`src/rtl/div_pkg.sv`:
```
// Shared constants and types for the multi-cycle restoring divider.
package div_pkg;

  localparam int DIV_WIDTH = 32;
  localparam int DIV_CNT_W = $clog2(DIV_WIDTH);

  typedef enum logic [1:0] {
    IDLE,
    BUSY,
    DONE
  } div_state_t;

endpackage

```
`src/rtl/div_step.sv`:
```
// One combinational restoring shift-subtract iteration of the divider.
module div_step #(
  parameter int WIDTH = 32
) (
  input  logic [WIDTH-1:0] rem,
  input  logic             dvd_msb,
  input  logic [WIDTH-1:0] dvs,
  output logic [WIDTH-1:0] next_rem,
  output logic             q_bit
);

  logic [WIDTH:0]   shifted;
  logic [WIDTH-1:0] diff;

  // The held remainder is always below dvs, so the shifted value needs one extra bit.
  assign shifted = {rem, dvd_msb};
  assign q_bit   = (shifted >= {1'b0, dvs});

  // When q_bit is set the true difference is below dvs, so modulo-2^WIDTH math is exact.
  assign diff     = shifted[WIDTH-1:0] - dvs;
  assign next_rem = q_bit ? diff : shifted[WIDTH-1:0];

endmodule

```
`src/rtl/int_divider.sv`:
```
// Multi-cycle unsigned divider: samples operands in IDLE, one quotient bit per clock, publishes in DONE.
module int_divider
  import div_pkg::*;
#(
  parameter int WIDTH = DIV_WIDTH
) (
  input  logic             clk,
  input  logic             reset,
  input  logic [WIDTH-1:0] src1,
  input  logic [WIDTH-1:0] src2,
  output logic             divFlag,
  output logic [WIDTH-1:0] divOut
);

  localparam int CNT_W = $clog2(WIDTH);

  div_state_t       state;
  logic [CNT_W-1:0] cnt;
  logic [WIDTH-1:0] dvd;
  logic [WIDTH-1:0] dvs;
  logic [WIDTH-1:0] quo;
  logic [WIDTH-1:0] rem;
  logic [WIDTH-1:0] next_rem;
  logic             q_bit;

  div_step #(.WIDTH(WIDTH)) u_step (
    .rem      (rem),
    .dvd_msb  (dvd[WIDTH-1]),
    .dvs      (dvs),
    .next_rem (next_rem),
    .q_bit    (q_bit)
  );

  // NOTE: every register here is written with <= so all updates see pre-edge values.
  always_ff @(posedge clk) begin
    if (reset) begin
      state   <= IDLE;
      cnt     <= '0;
      rem     <= '0;
      dvd     <= '0;
      dvs     <= '0;
      quo     <= '0;
      divOut  <= '0;
      divFlag <= 1'b0;
    end else begin
      case (state)
        IDLE: begin
          dvd   <= src1;
          dvs   <= src2;
          rem   <= '0;
          quo   <= '0;
          cnt   <= CNT_W'(WIDTH - 1);
          state <= BUSY;
        end
        BUSY: begin
          rem <= next_rem;
          dvd <= {dvd[WIDTH-2:0], 1'b0};
          quo <= {quo[WIDTH-2:0], q_bit};
          if (cnt == '0) state <= DONE;
          else           cnt   <= cnt - 1'b1;
        end
        DONE: begin
          // A zero divisor is not trapped; the all-ones quotient falls out of the algorithm.
          divOut  <= quo;
          divFlag <= (dvs == '0);
          state   <= IDLE;
        end
        default: state <= IDLE;
      endcase
    end
  end

endmodule

```
`config.mk`:
```
export PLATFORM = sky130hd
export DESIGN_NAME = int_divider
export DESIGN_NICKNAME = d
export VERILOG_FILES = /design/src/rtl/div_pkg.sv /design/src/rtl/div_step.sv /design/src/rtl/int_divider.sv
export SDC_FILE = /design/constraint.sdc
export NUM_CORES = 1
export LEC_CHECK = 0
export BUFFER_PORTS_ARGS = -buffer_cell sky130_fd_sc_hd__buf_2
export CAP_MARGIN = 40
export CORE_MARGIN = 10
export CORE_UTILIZATION = 55
export CTS_CLUSTER_SIZE = 10
export DETAILED_ROUTE_END_ITERATION = 10
export GPL_TIMING_DRIVEN = 1
export HOLD_SLACK_MARGIN = 0.02
export PLACE_DENSITY = 0.76
export SLEW_MARGIN = 0
export SYNTH_ARGS = -nofsm -noshare
export SYNTH_HDL_FRONTEND = slang
export SYNTH_HIERARCHICAL = 1
export SYNTH_SLANG_ARGS = --single-unit
```
`constraint.sdc`:
```
create_clock -name clk -period 5.5 [get_ports clk]
set_input_delay 0.275 -clock clk [delete_from_list [all_inputs] [get_ports clk]]
set_output_delay 0.275 -clock clk [all_outputs]
set_load 0.03 [all_outputs]
```
==> impl_metrics.prom <==
# TYPE chip_impl_metric gauge
chip_impl_info{name="synth-main-ff-cell",value="sky130_fd_sc_hd__dfxtp_1"} 1
chip_impl_metric{name="area_growth",unit="%"} 12.08
chip_impl_metric{name="detailedRoute.firstIterationViolations",unit=""} 533
chip_impl_info{name="hp-start",value="src2[12]"} 1
chip_impl_metric{name="power.static_leakage",unit="nW"} 3.966
chip_impl_metric{name="cts_sinks",unit=""} 168
chip_impl_info{name="cts_tree",value="built"} 1
chip_impl_metric{name="synth_enable_flop_cells",unit=""} 0
chip_impl_info{name="largest_cells_by_area_after_synthesis",value="sky130_fd_sc_hd__dfxtp_1 (39%), sky130_fd_sc_hd__nand2_1 (7.9%), sky130_fd_sc_hd__a21oi_1 (7.1%), sky130_fd_sc_hd__mux2_2 (6.6%), sky130_fd_sc_hd__ha_1 (4.7%)"} 1
chip_impl_metric{name="cts_hold_buffers",unit=""} 0
chip_impl_metric{name="globalRouteTotalUtil",unit="%"} 18.53
chip_impl_metric{name="finalSetupViolations",unit=""} 0
chip_impl_info{name="crit_type",value="flip-flop to flip-flop"} 1
chip_impl_metric{name="grt_pass1_wl",unit="mm"} 33.77
chip_impl_metric{name="final.setup_skew",unit="ps"} 9.759
chip_impl_metric{name="cp.arrival",unit="ps"} 3830
chip_impl_metric{name="synth-warning-count",unit=""} 6
chip_impl_metric{name="achievable-frequency",unit="MHz"} 281.5
chip_impl_metric{name="seq_area_frac_synth",unit="%"} 38.66
chip_impl_metric{name="synth_adder_area_share",unit="%"} 4.976
chip_impl_metric{name="cts_max_path_buffers",unit=""} 2
chip_impl_metric{name="first_global_vias",unit=""} 6967
chip_impl_info{name="main_combinational_cell_family_by_area_after_synthesis",value="simple AND/OR/NAND/NOR gates"} 1
chip_impl_metric{name="grt_overflow",unit=""} 0
chip_impl_metric{name="synth.lib_cells_used.distinct",unit=""} 61
chip_impl_metric{name="count_of_boundary_i_o_pins",unit=""} 99
chip_impl_metric{name="internal_power",unit="mW"} 2.783
chip_impl_metric{name="placed_cell_area",unit="um^2"} 9178
chip_impl_metric{name="synthDominantCellAreaShare",unit="%"} 38.66
chip_impl_metric{name="worstPathRequired",unit="ps"} 5780
chip_impl_metric{name="floorplan.die.height",unit="um"} 145.8
chip_impl_metric{name="clkLatencyLatePin",unit="ps"} 430
chip_impl_metric{name="core",unit="um^2"} 15370
chip_impl_metric{name="place_hpwl",unit="mm"} 13.41
chip_impl_info{name="hold_path.class",value="primary input to flip-flop"} 1
chip_impl_metric{name="numPlacedInstances",unit=""} 1284
chip_impl_metric{name="reg2reg_depth",unit=""} 13
chip_impl_metric{name="worst_ir_drop_vdd",unit="mV"} 0.2725
chip_impl_metric{name="power_density",unit="nW/um^2"} 441.5
chip_impl_metric{name="cts_setup_buffers",unit=""} 0
chip_impl_metric{name="number_of_standard_cells_in_the_layout_taps_in_and_fillers_out",unit=""} 1316
chip_impl_metric{name="detail_route.drc_violations",unit=""} 0
chip_impl_metric{name="share_of_power_burned_in_the_clock_network",unit="%"} 26.7
chip_impl_info{name="status",value="finished clean"} 1
chip_impl_metric{name="final_util",unit="%"} 63.44
chip_impl_metric{name="muxShareOfSynthArea",unit="%"} 12.07
chip_impl_metric{name="finalHoldViolations",unit=""} 0
chip_impl_metric{name="area_fraction_in_compound_gates_after_synthesis",unit="%"} 16.30
chip_impl_metric{name="syn-instance-count",unit=""} 1040
chip_impl_info{name="critical_path.reg2reg.startpoint",value="dvs[10]"} 1
chip_impl_metric{name="synth.avg_cell_area",unit="um^2"} 8.365
chip_impl_metric{name="finalWorstPathRequiredPeriod",unit="ps"} 3553
chip_impl_metric{name="clk_pin_slew_worst_paths",unit="ps"} 70
chip_impl_metric{name="ys_async_sr_fraction",unit="%"} 0
chip_impl_info{name="rsz0062_at_grt",value="false"} 1
chip_impl_metric{name="maxSlewHeadroom",unit="%"} 41.37
chip_impl_metric{name="synth.cell_area",unit="um^2"} 8700
chip_impl_metric{name="post_synth_xor_area_fraction",unit="%"} 2.618
chip_impl_metric{name="detail_route.wirelength",unit="mm"} 19.91
chip_impl_metric{name="port_buffers",unit=""} 98
chip_impl_metric{name="routed-via-count",unit=""} 7247
chip_impl_metric{name="p_switching",unit="mW"} 1.522
chip_impl_metric{name="setup_total_negative_slack",unit="ps"} 0
chip_impl_metric{name="power_frac_comb",unit="%"} 41.3
chip_impl_metric{name="finalMaxSlewViolations",unit=""} 0
chip_impl_metric{name="drt.antenna.violating_nets",unit=""} 0
chip_impl_info{name="r2r-end",value="rem[6]"} 1
chip_impl_info{name="setup.worst_path.end_class",value="flip-flop"} 1
chip_impl_metric{name="num-nets-final",unit=""} 1192
chip_impl_metric{name="finalPower",unit="mW"} 4.305
chip_impl_info{name="root_buffer",value="sky130_fd_sc_hd__clkbuf_16"} 1
chip_impl_metric{name="synthSimpleGateAreaFrac",unit="%"} 19.43
chip_impl_info{name="hold_end",value="dvs[12]"} 1
chip_impl_metric{name="stdcell_area",unit="um^2"} 9751
chip_impl_metric{name="seq_power_share",unit="%"} 32.0
chip_impl_metric{name="drt-pass1-iter-count",unit=""} 5
chip_impl_metric{name="worstPathMaxFanout",unit=""} 29
chip_impl_metric{name="dieWidth",unit="um"} 145.8
chip_impl_metric{name="cts.htree.levels",unit=""} 4
chip_impl_metric{name="cts.repair.resized",unit=""} 0
chip_impl_metric{name="worst_pin_slew",unit="ps"} 879.5
chip_impl_metric{name="period_share",unit="%"} 64.59
chip_impl_metric{name="num-fill-cells",unit=""} 1353
chip_impl_metric{name="drt-wirelength-per-cell",unit="um"} 15.13
chip_impl_info{name="yosysTopAreaCell",value="sky130_fd_sc_hd__dfxtp_1"} 1
chip_impl_metric{name="r2r_slack",unit="ps"} 1950
chip_impl_metric{name="ys_seq_elements",unit=""} 168
chip_impl_metric{name="initial_utilization",unit="%"} 56.60
chip_impl_metric{name="worst_hold_path.num_cells",unit=""} 3
chip_impl_metric{name="num_antenna_cells",unit=""} 0
chip_impl_info{name="crit_path_start_kind",value="flip-flop"} 1
chip_impl_metric{name="drv.max_cap_violation_count",unit=""} 0
chip_impl_metric{name="num_rows",unit=""} 45
chip_impl_metric{name="largest_net_degree_at_the_start_of_global_routing",unit=""} 94
chip_impl_metric{name="route.detailed.vias_per_inst",unit=""} 5.507
chip_impl_metric{name="floorplan.die_area",unit="um^2"} 21250
chip_impl_metric{name="cts_inserted_buffers",unit=""} 17
chip_impl_metric{name="layout-drive-gt1-share",unit="%"} 19.55
chip_impl_metric{name="power.share.switching",unit="%"} 35.36
chip_impl_metric{name="synth_fp_nets",unit=""} 1140
chip_impl_metric{name="number_of_antenna_violations_at_the_first_check_in_global_routing",unit=""} 1
chip_impl_metric{name="place_congestion",unit=""} 0.8897
worst max-delay path, stage by stage, from the launching register on:
cell	delay, ps
sky130_fd_sc_hd__dfxtp_1	360
sky130_fd_sc_hd__inv_1	60
sky130_fd_sc_hd__ha_1	390
sky130_fd_sc_hd__nand4_1	200
sky130_fd_sc_hd__nor3_1	330
sky130_fd_sc_hd__o211ai_1	170
sky130_fd_sc_hd__nor4b_4	170
sky130_fd_sc_hd__o21ai_2	170
sky130_fd_sc_hd__a31oi_4	120
sky130_fd_sc_hd__o21a_4	260
sky130_fd_sc_hd__inv_2	540
sky130_fd_sc_hd__mux2_2	410
sky130_fd_sc_hd__a22oi_1	140
sky130_fd_sc_hd__nor2_1	60
cells in the final DEF (no fill, tap or decap), types with 7 or more instances in the layout:
cell type | netlist | final
sky130_fd_sc_hd__a21o_1 | 9 | 9
sky130_fd_sc_hd__a21oi_1 | 124 | 124
sky130_fd_sc_hd__a22oi_1 | 34 | 34
sky130_fd_sc_hd__a31oi_1 | 9 | 9
sky130_fd_sc_hd__buf_2 | 29 | 97
sky130_fd_sc_hd__buf_4 | 4 | 9
sky130_fd_sc_hd__clkbuf_16 | 0 | 17
sky130_fd_sc_hd__dfxtp_1 | 168 | 166
sky130_fd_sc_hd__ha_1 | 33 | 33
sky130_fd_sc_hd__inv_1 | 44 | 44
sky130_fd_sc_hd__mux2_2 | 51 | 51
sky130_fd_sc_hd__mux2_4 | 9 | 9
sky130_fd_sc_hd__mux2i_1 | 34 | 34
sky130_fd_sc_hd__nand2_1 | 184 | 184
sky130_fd_sc_hd__nand3_1 | 9 | 9
sky130_fd_sc_hd__nand3b_1 | 32 | 32
sky130_fd_sc_hd__nand4_1 | 10 | 10
sky130_fd_sc_hd__nor2_1 | 89 | 89
sky130_fd_sc_hd__nor2b_1 | 9 | 7
sky130_fd_sc_hd__nor3_1 | 7 | 7
sky130_fd_sc_hd__nor4_1 | 10 | 10
sky130_fd_sc_hd__o21ai_0 | 14 | 14
sky130_fd_sc_hd__xnor2_1 | 18 | 18
sky130_fd_sc_hd__xor2_1 | 8 | 8
cells by family (layout without fill, tap and decap cells):
family / Yosys count / in the layout
AO/OA/AOI/OAI: 230 / 230
XOR/XNOR: 26 / 26
adder cells (fa/ha/maj): 34 / 34
buffers and inverters: 118 / 183
flip-flops: 168 / 168
multiplexers: 94 / 94
AND/OR/NAND/NOR: 370 / 370
power groups by stage:
| stage | clock [mW] | sequential [mW] | combinational [mW] |
|---|---|---|---|
| finish | 1.15 | 1.38 | 1.78 |
| global route | 1.23 | 1.39 | 1.96 |
| CTS | 1.17 | 1.38 | 1.76 |
| detailed placement | 0 | 1.40 | 1.74 |
| global placement | 0 | 1.40 | 1.72 |
| floorplan | 0 | 1.38 | 1.52 |
cell type report:
class                           instances  area, um^2  share of cell area [%]
Tap cell                              211       264.0                   2.708
Timing Repair Buffer                  106       553.0                   5.672
Multi-Input combinational cell        754        4823                   49.47
Clock buffer                           18       439.2                   4.504
Sequential cell                       168        3368                   34.54
Inverter                               45       168.9                   1.732
Clock inverter                         14       133.9                   1.373
synthesized netlist by cell type, drive strengths merged (2+ instances only):
library cell / instances
or4: 2
o21ai: 15
nor2b: 9
dfxtp: 168
or3: 2
a21oi: 125
nand2: 184
xor2: 8
a31o: 3
clkbuf: 38
mux2i: 34
a22oi: 34
nand4: 10
nor2: 90
a21o: 9
and3: 3
a211oi: 3
ha: 33
o21bai: 4
xnor2: 18
and2: 2
a31oi: 10
buf: 35
inv: 45
nor3: 7
a221oi: 2
o41ai: 3
nand3b: 32
o21a: 7
mux2: 60
nand3: 9
nor4b: 2
nor3b: 3
o31ai: 2
o2111ai: 2
nor4: 10
o211ai: 3
a21boi: 3
per-layer routing:
layer	up-vias	GRT usage (%)	wire, um
met3	18	4.564	810
li1	3702	-	-
met2	149	30.55	9401
met4	2	4.954	192
met5	-	0	15
met1	3376	23.54	9490
worst max path at each step:
stage,start,endpoint,slack [ps],cells past startpoint
2_1_floorplan,dvs[7],rem[21],2460,15
3_3_place_gp,dvs[10],rem[6],2140,13
3_5_place_dp,dvs[10],rem[4],1990,13
4_1_cts,dvs[10],rem[5],1950,13
5_1_grt,dvs[11],rem[6],1650,13
6_report,dvs[10],rem[6],1950,13
flip-flops by register name, summed over array words and instances (netlist names):
signal,flops
quo,32
divFlag,1
dvd,32
cnt,5
divOut,32
rem,32
dvs,32
state,2
metrics by stage:
stage | worst slack, ps | hold WS [ps]
4_1_cts | 1955 | 60.39
3_3_place_gp | 2142 | 438.9
5_1_grt | 1653 | 67.46
2_1_floorplan | 2460 | 411.0
3_5_place_dp | 1993 | 446.1
6_report | 1947 | 73.24
No activity file was read; power rests on OpenSTA's default activity.
